**src/rtl/ser_sub_4.sv**
```systemverilog
// Bit-serial subtractor: d = a - b - b_i, LSB-first, one full-subtractor cell per clock.
// Define SER_SUB_OVF_EN to build the signed-overflow flag; otherwise ovf is tied to 0.
module ser_sub_4 #(
  parameter int WIDTH = 4
) (
  input  logic             clk,
  input  logic             rst_n,
  input  logic             start,
  input  logic [WIDTH-1:0] a,
  input  logic [WIDTH-1:0] b,
  input  logic             b_i,
  output logic             busy,
  output logic             done,
  output logic [WIDTH-1:0] d,
  output logic             b_o,
  output logic             ovf
);

  localparam int CW = $clog2(WIDTH);

  typedef enum logic [1:0] {
    IDLE = 2'd0,
    RUN  = 2'd1,
    DONE = 2'd2
  } state_t;

  state_t           state_q, state_d;
  logic [WIDTH-1:0] sa_q, sa_d;
  logic [WIDTH-1:0] sb_q, sb_d;
  logic [WIDTH-1:0] sr_q, sr_d;
  logic             br_q, br_d;
  logic [CW-1:0]    cnt_q, cnt_d;
  logic [WIDTH-1:0] d_q, d_d;
  logic             b_o_q, b_o_d;

  logic             diff;
  logic             br_nxt;
  logic             last;
  logic             accept;
  logic [WIDTH-1:0] sr_shift;

  // Full-subtractor cell working on the current LSBs.
  assign diff     = sa_q[0] ^ sb_q[0] ^ br_q;
  assign br_nxt   = (~sa_q[0] & sb_q[0]) | (~(sa_q[0] ^ sb_q[0]) & br_q);
  assign sr_shift = {diff, sr_q[WIDTH-1:1]};
  assign last     = (cnt_q == CW'(WIDTH - 1));
  assign accept   = (state_q == IDLE) && start;

  always_ff @(posedge clk or negedge rst_n) begin
    if (!rst_n) begin
      state_q <= IDLE;
    end else begin
      state_q <= state_d;
    end
  end

  always_comb begin
    state_d = state_q;
    sa_d    = sa_q;
    sb_d    = sb_q;
    sr_d    = sr_q;
    br_d    = br_q;
    cnt_d   = cnt_q;
    d_d     = d_q;
    b_o_d   = b_o_q;
    case (state_q)
      IDLE: begin
        if (start) begin
          state_d = RUN;
          sa_d    = a;
          sb_d    = b;
          br_d    = b_i;
          cnt_d   = '0;
        end
      end
      RUN: begin
        sa_d  = {1'b0, sa_q[WIDTH-1:1]};
        sb_d  = {1'b0, sb_q[WIDTH-1:1]};
        sr_d  = sr_shift;
        br_d  = br_nxt;
        cnt_d = cnt_q + 1'b1;
        if (last) begin
          state_d = DONE;
          d_d     = sr_shift;
          b_o_d   = br_nxt;
        end
      end
      DONE: begin
        state_d = IDLE;
      end
      default: begin
        state_d = IDLE;
      end
    endcase
  end

  always_ff @(posedge clk or negedge rst_n) begin
    if (!rst_n) begin
      sa_q  <= '0;
      sb_q  <= '0;
      sr_q  <= '0;
      br_q  <= 1'b0;
      cnt_q <= '0;
      d_q   <= '0;
      b_o_q <= 1'b0;
    end else begin
      sa_q  <= sa_d;
      sb_q  <= sb_d;
      sr_q  <= sr_d;
      br_q  <= br_d;
      cnt_q <= cnt_d;
      d_q   <= d_d;
      b_o_q <= b_o_d;
    end
  end

`ifdef SER_SUB_OVF_EN
  logic a_msb_q, b_msb_q, ovf_q;

  // Operand MSBs are kept because the shift registers lose them during RUN.
  always_ff @(posedge clk or negedge rst_n) begin
    if (!rst_n) begin
      a_msb_q <= 1'b0;
      b_msb_q <= 1'b0;
      ovf_q   <= 1'b0;
    end else begin
      if (accept) begin
        a_msb_q <= a[WIDTH-1];
        b_msb_q <= b[WIDTH-1];
      end
      if ((state_q == RUN) && last) begin
        ovf_q <= (a_msb_q != b_msb_q) && (sr_shift[WIDTH-1] != a_msb_q);
      end
    end
  end

  assign ovf = ovf_q;
`else
  assign ovf = 1'b0;
`endif

  assign busy = (state_q != IDLE);
  assign done = (state_q == DONE);
  assign d    = d_q;
  assign b_o  = b_o_q;

endmodule

```
**config.mk**
```make
export PLATFORM = sky130hd
export DESIGN_NAME = ser_sub_4
export DESIGN_NICKNAME = d
export VERILOG_FILES = /design/src/rtl/ser_sub_4.sv
export SDC_FILE = /design/constraint.sdc
export NUM_CORES = 1
export LEC_CHECK = 0
export ABC_AREA = 1
export BUFFER_PORTS_ARGS = -buffer_cell sky130_fd_sc_hd__buf_2
export CORE_MARGIN = 2
export CORE_UTILIZATION = 56
export CTS_CLUSTER_SIZE = 10
export DETAILED_ROUTE_END_ITERATION = 8
export GPL_TIMING_DRIVEN = 0
export PLACE_DENSITY = 0.87
export SYNTH_ARGS = -nofsm -noshare
export SYNTH_HDL_FRONTEND = slang
export SYNTH_SLANG_ARGS = --single-unit
```
**constraint.sdc**
```tcl
create_clock -name clk -period 1.9 [get_ports clk]
set_input_delay 0.095 -clock clk [delete_from_list [all_inputs] [get_ports clk]]
set_output_delay 0.095 -clock clk [all_outputs]
set_load 0.02 [all_outputs]
```
; Word level (Yosys, flattened, before mapping)
; Index checks and enable logic that the tools add are counted.
[op_classes]
eq_ne = 5
bitwise = 7
addsub = 1
n_reduce_logical = 6
n_mux = 11
[op_table]
columns = operator, n
row1 = $pmux W4 S2, 2
row2 = $mux W4, 2
row3 = $pmux W2 S2, 2
row4 = $mux W2, 3
row5 = $reduce_and A2 Y1, 3
row6 = $eq A2 B2 Y1 const B, 2
row7 = $ne A2 B2 Y1 const B, 2
row8 = $reduce_bool A2 Y1, 2
row9 = $add A2 B1 Y2 const B, 1
row10 = $and A1 B1 Y1, 2
row11 = $eq A2 B1 Y1 const B, 1
row12 = $logic_not A2 Y1, 1
row13 = $not A1 Y1, 2
row14 = $pmux W1 S2, 1
row15 = $xor A1 B1 Y1, 2
row16 = $mux W1, 1
row17 = $or A1 B1 Y1, 1
[word_totals]
in_bits = 12
register_bits = 22

; Depth between registers and ports, before layout
[depth]
word_depth = 5
depth_mapped = 6
depth_no_buf = 6

; Worst setup path before layout
; OpenSTA, ideal clock, no wires.
[synth_timing]
path_type = register to register
from = reg sa_q[0]
to = reg sr_q[3]
path_buffers = 0
path_slack_ns = 0.748
setup_ns = 0.083
arrival_time_ns = 1.069
path_stages_with_launch = 4
path_cell_list = dfrtp_1 -> fa_1 -> inv_1 -> o21ai_0
[synth_between]
elab_chain_cells = 2
[synth_lines]
columns = item, line
row1 = start: declaration, 28  ; logic [WIDTH-1:0] sa_q, sa_d;
row2 = start signal: assignment, 99  ; sa_q <= '0;
row3 = start signal: assignment, 107  ; sa_q <= sa_d;
row4 = $xor A1 B1 Y1 (2 in series), 43  ; assign diff = sa_q[0] ^ sb_q[0] ^ br_q;
row5 = named net diff, 36  ; logic diff;
row6 = end signal: assignment, 109  ; sr_q <= sr_d;
row7 = end: declaration, 30  ; logic [WIDTH-1:0] sr_q, sr_d;
; The timed path passes the listed nets, and every way through them passes these cells.
; A chain may end at the register's enable or synchronous reset.

; Final worst setup path
[layout_timing]
from = reg state_q[0]
to = out busy
[layout_between]
elab_chain_cells = 1
[layout_lines]
columns = item, line
row1 = start: declaration, 27  ; state_t state_q, state_d;
row2 = start signal: assignment, 53  ; state_q <= state_d;
row3 = $reduce_bool A2 Y1, 142  ; assign busy = (state_q != IDLE);
row4 = end: declaration, 12  ; output logic busy,
; No other way between the ends.

==> results.md <==
• finished clean — run status
• primary output — kind of capture point of the worst setup path
• flip-flop — Critical Path Source Type
• 1390 µm — HPWL after detailed placement
• 60.3% — effective utilization at floorplan
• 4.76 ps — largest clock skew in the final design
• 0 — pins over their slew limit
• 1840 µm — DRT Wirelength
• 0 — number of violations of the max-capacitance limit
• 15.1% — area overhead of the layout relative to synthesis
• 0.00224 mm² — Die Outline Area
• reg -> out — critical path class
• 0.000823 V — worst-case vdd ir drop
• 11 — detailed router's first-iteration violation count
• in -> reg — Hold/Removal Path Class
• 1340 ps — post-layout minimum cycle time
• 158 — total number of nets in the final design
• done — clock tree from TritonCTS
• 0 — final-report hold violation count
• met4 — top routing layer in use
• 4 — first-pass iteration count of the detailed router
• 70.5% — period utilization
• 52.2% — part of the total power dissipated in combinational logic
• 942 µm — wire length on met2
• busy — CP endpoint
• no — unrepaired setup endpoints after global routing
• 0.701 nW — leak pwr
• 8.77 µm² — mean instance size in the synthesized netlist
• 0.00175 mm² — Core ar.
• 37.4% — sequential share of power
• 47.3 µm — die extent in y
• 44.9% — switching share of total power
• 813 µm — length of routed wiring on met1
• 4.67 — Avg Vias per Cell
• state_q[0] — first element of the critical path
• 21 — TritonCTS Sinks
• 0.926 mW — net load switching power
• 1.13 mW — internal power
• 610 ps — flop-to-flop setup slack
• sa_q[0] — launching point of the worst reg2reg path
• 3 — depth of the most critical reg-to-reg path
• 0 — Synth warnings
• 142 — Fillers
• 2 — buffer depth of the longest clock path
• 10.4% — clock network power share
• 15 — count of standard-cell rows
• 0 — initial antenna violation count
• 120 — number of standard cells after synthesis
• 134 — Syn Nets
• 0 — Final setup viols
• 310 ps — clock latency on the worst-skew pair
• 20 — # IOs
• 1240 ps — crit path DAT
• 0 ps — Post-Route Setup TNS
• 747 MHz — fmax
• 0 — residual DRC count
• clkbuf_4 — clock root buffer
• 0 — diode insertion count for antenna repair
• 0 — antenna violation net count after detailed routing
• 21 — flip-flop and latch count after synthesis
• 10 — crit-path max FO
• 21 — count of unique library cells instantiated by Yosys
• 22 — largest net degree at the start of global routing
• 0 — total congestion overflow after global routing
• 120 ps — clock transition at the registers of the reported paths
• 31.5% — share of post-route cells with drive strength above 1
• sr_q[3] — endpoint of the worst register-to-register path
• 1800 ps — required time worst endpoint
• 0.00117 mm² — area post-placement
• 0.742 — last weighted congestion value of the routability-driven placer
• 50 µm — amount of wire on met3 after detailed routing
• 18 — quantity of I/O buffers inserted on ports
• 20.5% — All-Layer GR Usage
• 785 — total number of vias
• 3160 µm — first-pass GRT wire length
• 766 — via count of the first global-routing pass
• 0.00105 mm² — post-synthesis instance area
• 10.9 µm — wire per inst
• 47.3 µm — DIE WIDTH
• 49.9% — share of synthesized area occupied by flip-flops and latches
• 3 — Hold Path Cell Cnt
• 1700 mW/mm² — power per cell area
• 0.00121 mm² — final standard cell area without fillers
• a[3] — startpoint of the worst hold path
• 1 — H-tree levels
• 3 — TritonCTS Buffers
synth_stat cells:
| cell type | instances | share of area, % |
|---|---|---|
| nand3_1 | 3 | 1.4 |
| buf_6 | 2 | 2.1 |
| ha_1 | 1 | 1.2 |
| nor2_1 | 3 | 1.1 |
| o21ai_0 | 3 | 1.4 |
| o21ai_2 | 2 | 1.7 |
| inv_1 | 20 | 7.1 |
| o21ai_1 | 4 | 1.9 |
| nand2_1 | 39 | 14 |
| nand2_2 | 3 | 1.8 |
| a21oi_1 | 1 | 0.48 |
| a21oi_4 | 1 | 1.5 |
| nand2_4 | 2 | 2.1 |
| fa_1 | 1 | 1.9 |
| buf_4 | 2 | 1.4 |
| nand3_2 | 7 | 6.7 |
| inv_4 | 1 | 0.59 |
| nor2_2 | 1 | 0.59 |
| inv_2 | 2 | 0.71 |
| conb_1 | 1 | 0.36 |
| dfrtp_1 | 21 | 50 |
how the worst min path moves through the flow:
stage	to	slack [ps]
final	sa_q[3]	20
after detailed placement	sb_q[2]	70
after floorplan	b_o	-200
after CTS	sa_q[3]	30
after global routing	sa_q[3]	40
after global placement	sb_q[2]	70
repair_timing:
item	in CTS	in global routing
buffers inserted	0	0
hold endpoints to repair	21	0
hold buffers	1	0
endpoints found under the setup margin	0	0
resized for setup	0	0
sequential cells by signal (all words and copies together) (netlist names):
| register | cells |
|---|---|
| d | 4 |
| sb_q | 4 |
| state_q | 2 |
| br_q | 1 |
| cnt_q | 2 |
| sr_q | 3 |
| sa_q | 4 |
| b_o | 1 |
power by group through the flow:
stage / Clock, mW / Sequential [mW] / Combinational, mW
CTS: 0.217 / 0.773 / 1.09
floorplan: 0 / 0.816 / 0.771
finish: 0.215 / 0.770 / 1.08
global route: 0.230 / 0.796 / 1.21
detailed placement: 0 / 0.782 / 1.08
global placement: 0 / 0.769 / 1.02
per-stage QoR:
| stage | instances | total power [mW] | util [%] | hold slack [ps] | setup slack (ps) |
|---|---|---|---|---|---|
| detailed placement | 163 | 1.86 | 67.2 | 69.9 | 635 |
| global placement | 163 | 1.79 | 67.2 | 71.7 | 690 |
| floorplan | 120 | 1.59 | - | -201 | 748 |
| CTS | 168 | 2.08 | 69.4 | 31.4 | 546 |
| global route | 168 | 2.24 | 69.4 | 43.3 | 495 |
| finish | 168 | 2.06 | 69.4 | 24.5 | 561 |
critical path, cell delays in order (launching register included):
cell     delay [ps]
dfrtp_1         430
buf_6           150
nor2_1          150
inv_1            50
buf_2           150
placed cells by master (no fill, tap or decap):
cell type	instances
buf_6	2
dfrtp_1	21
inv_4	1
a21oi_4	1
nand2_1	39
inv_2	2
buf_2	18
nand2_2	3
clkinv_2	1
o21ai_0	3
conb_1	1
inv_1	20
clkbuf_4	3
o21ai_2	2
nor2_2	1
nor2_1	3
buf_4	2
nand3_1	3
o21ai_1	4
ha_1	1
nand2_4	2
dlygate4sd3_1	1
fa_1	1
nand3_2	7
a21oi_1	1
area by class of cell:
class                      count  area, µm²  share of cell area (%)
buffer                         4       37.5                    3.10
clock inverter                 1       5.00                   0.413
clock buffer                   3       22.5                    1.86
tap                           25       31.3                    2.58
multi-input combinational     72        400                    33.1
inverter                      23       88.8                    7.33
timing repair buffer          19        100                    8.26
sequential                    21        526                    43.4
kinds of logic after synthesis:
group	count (synthesis)	synth area share (%)
compound gates	11	7.02
fa+ha+maj	2	3.09
buf+inv	27	12.0
other cells	1	0.356
simple gates	58	27.6
flops	21	49.9
layer usage:
metal / vias to the layer above / global-route usage (%)
met1: 369 / 24.3
met5: - / 0
met2: 12 / 37.3
met4: 0 / 6.67
li1: 400 / -
met3: 4 / 3.46
(Power assumes the default switching activity.)
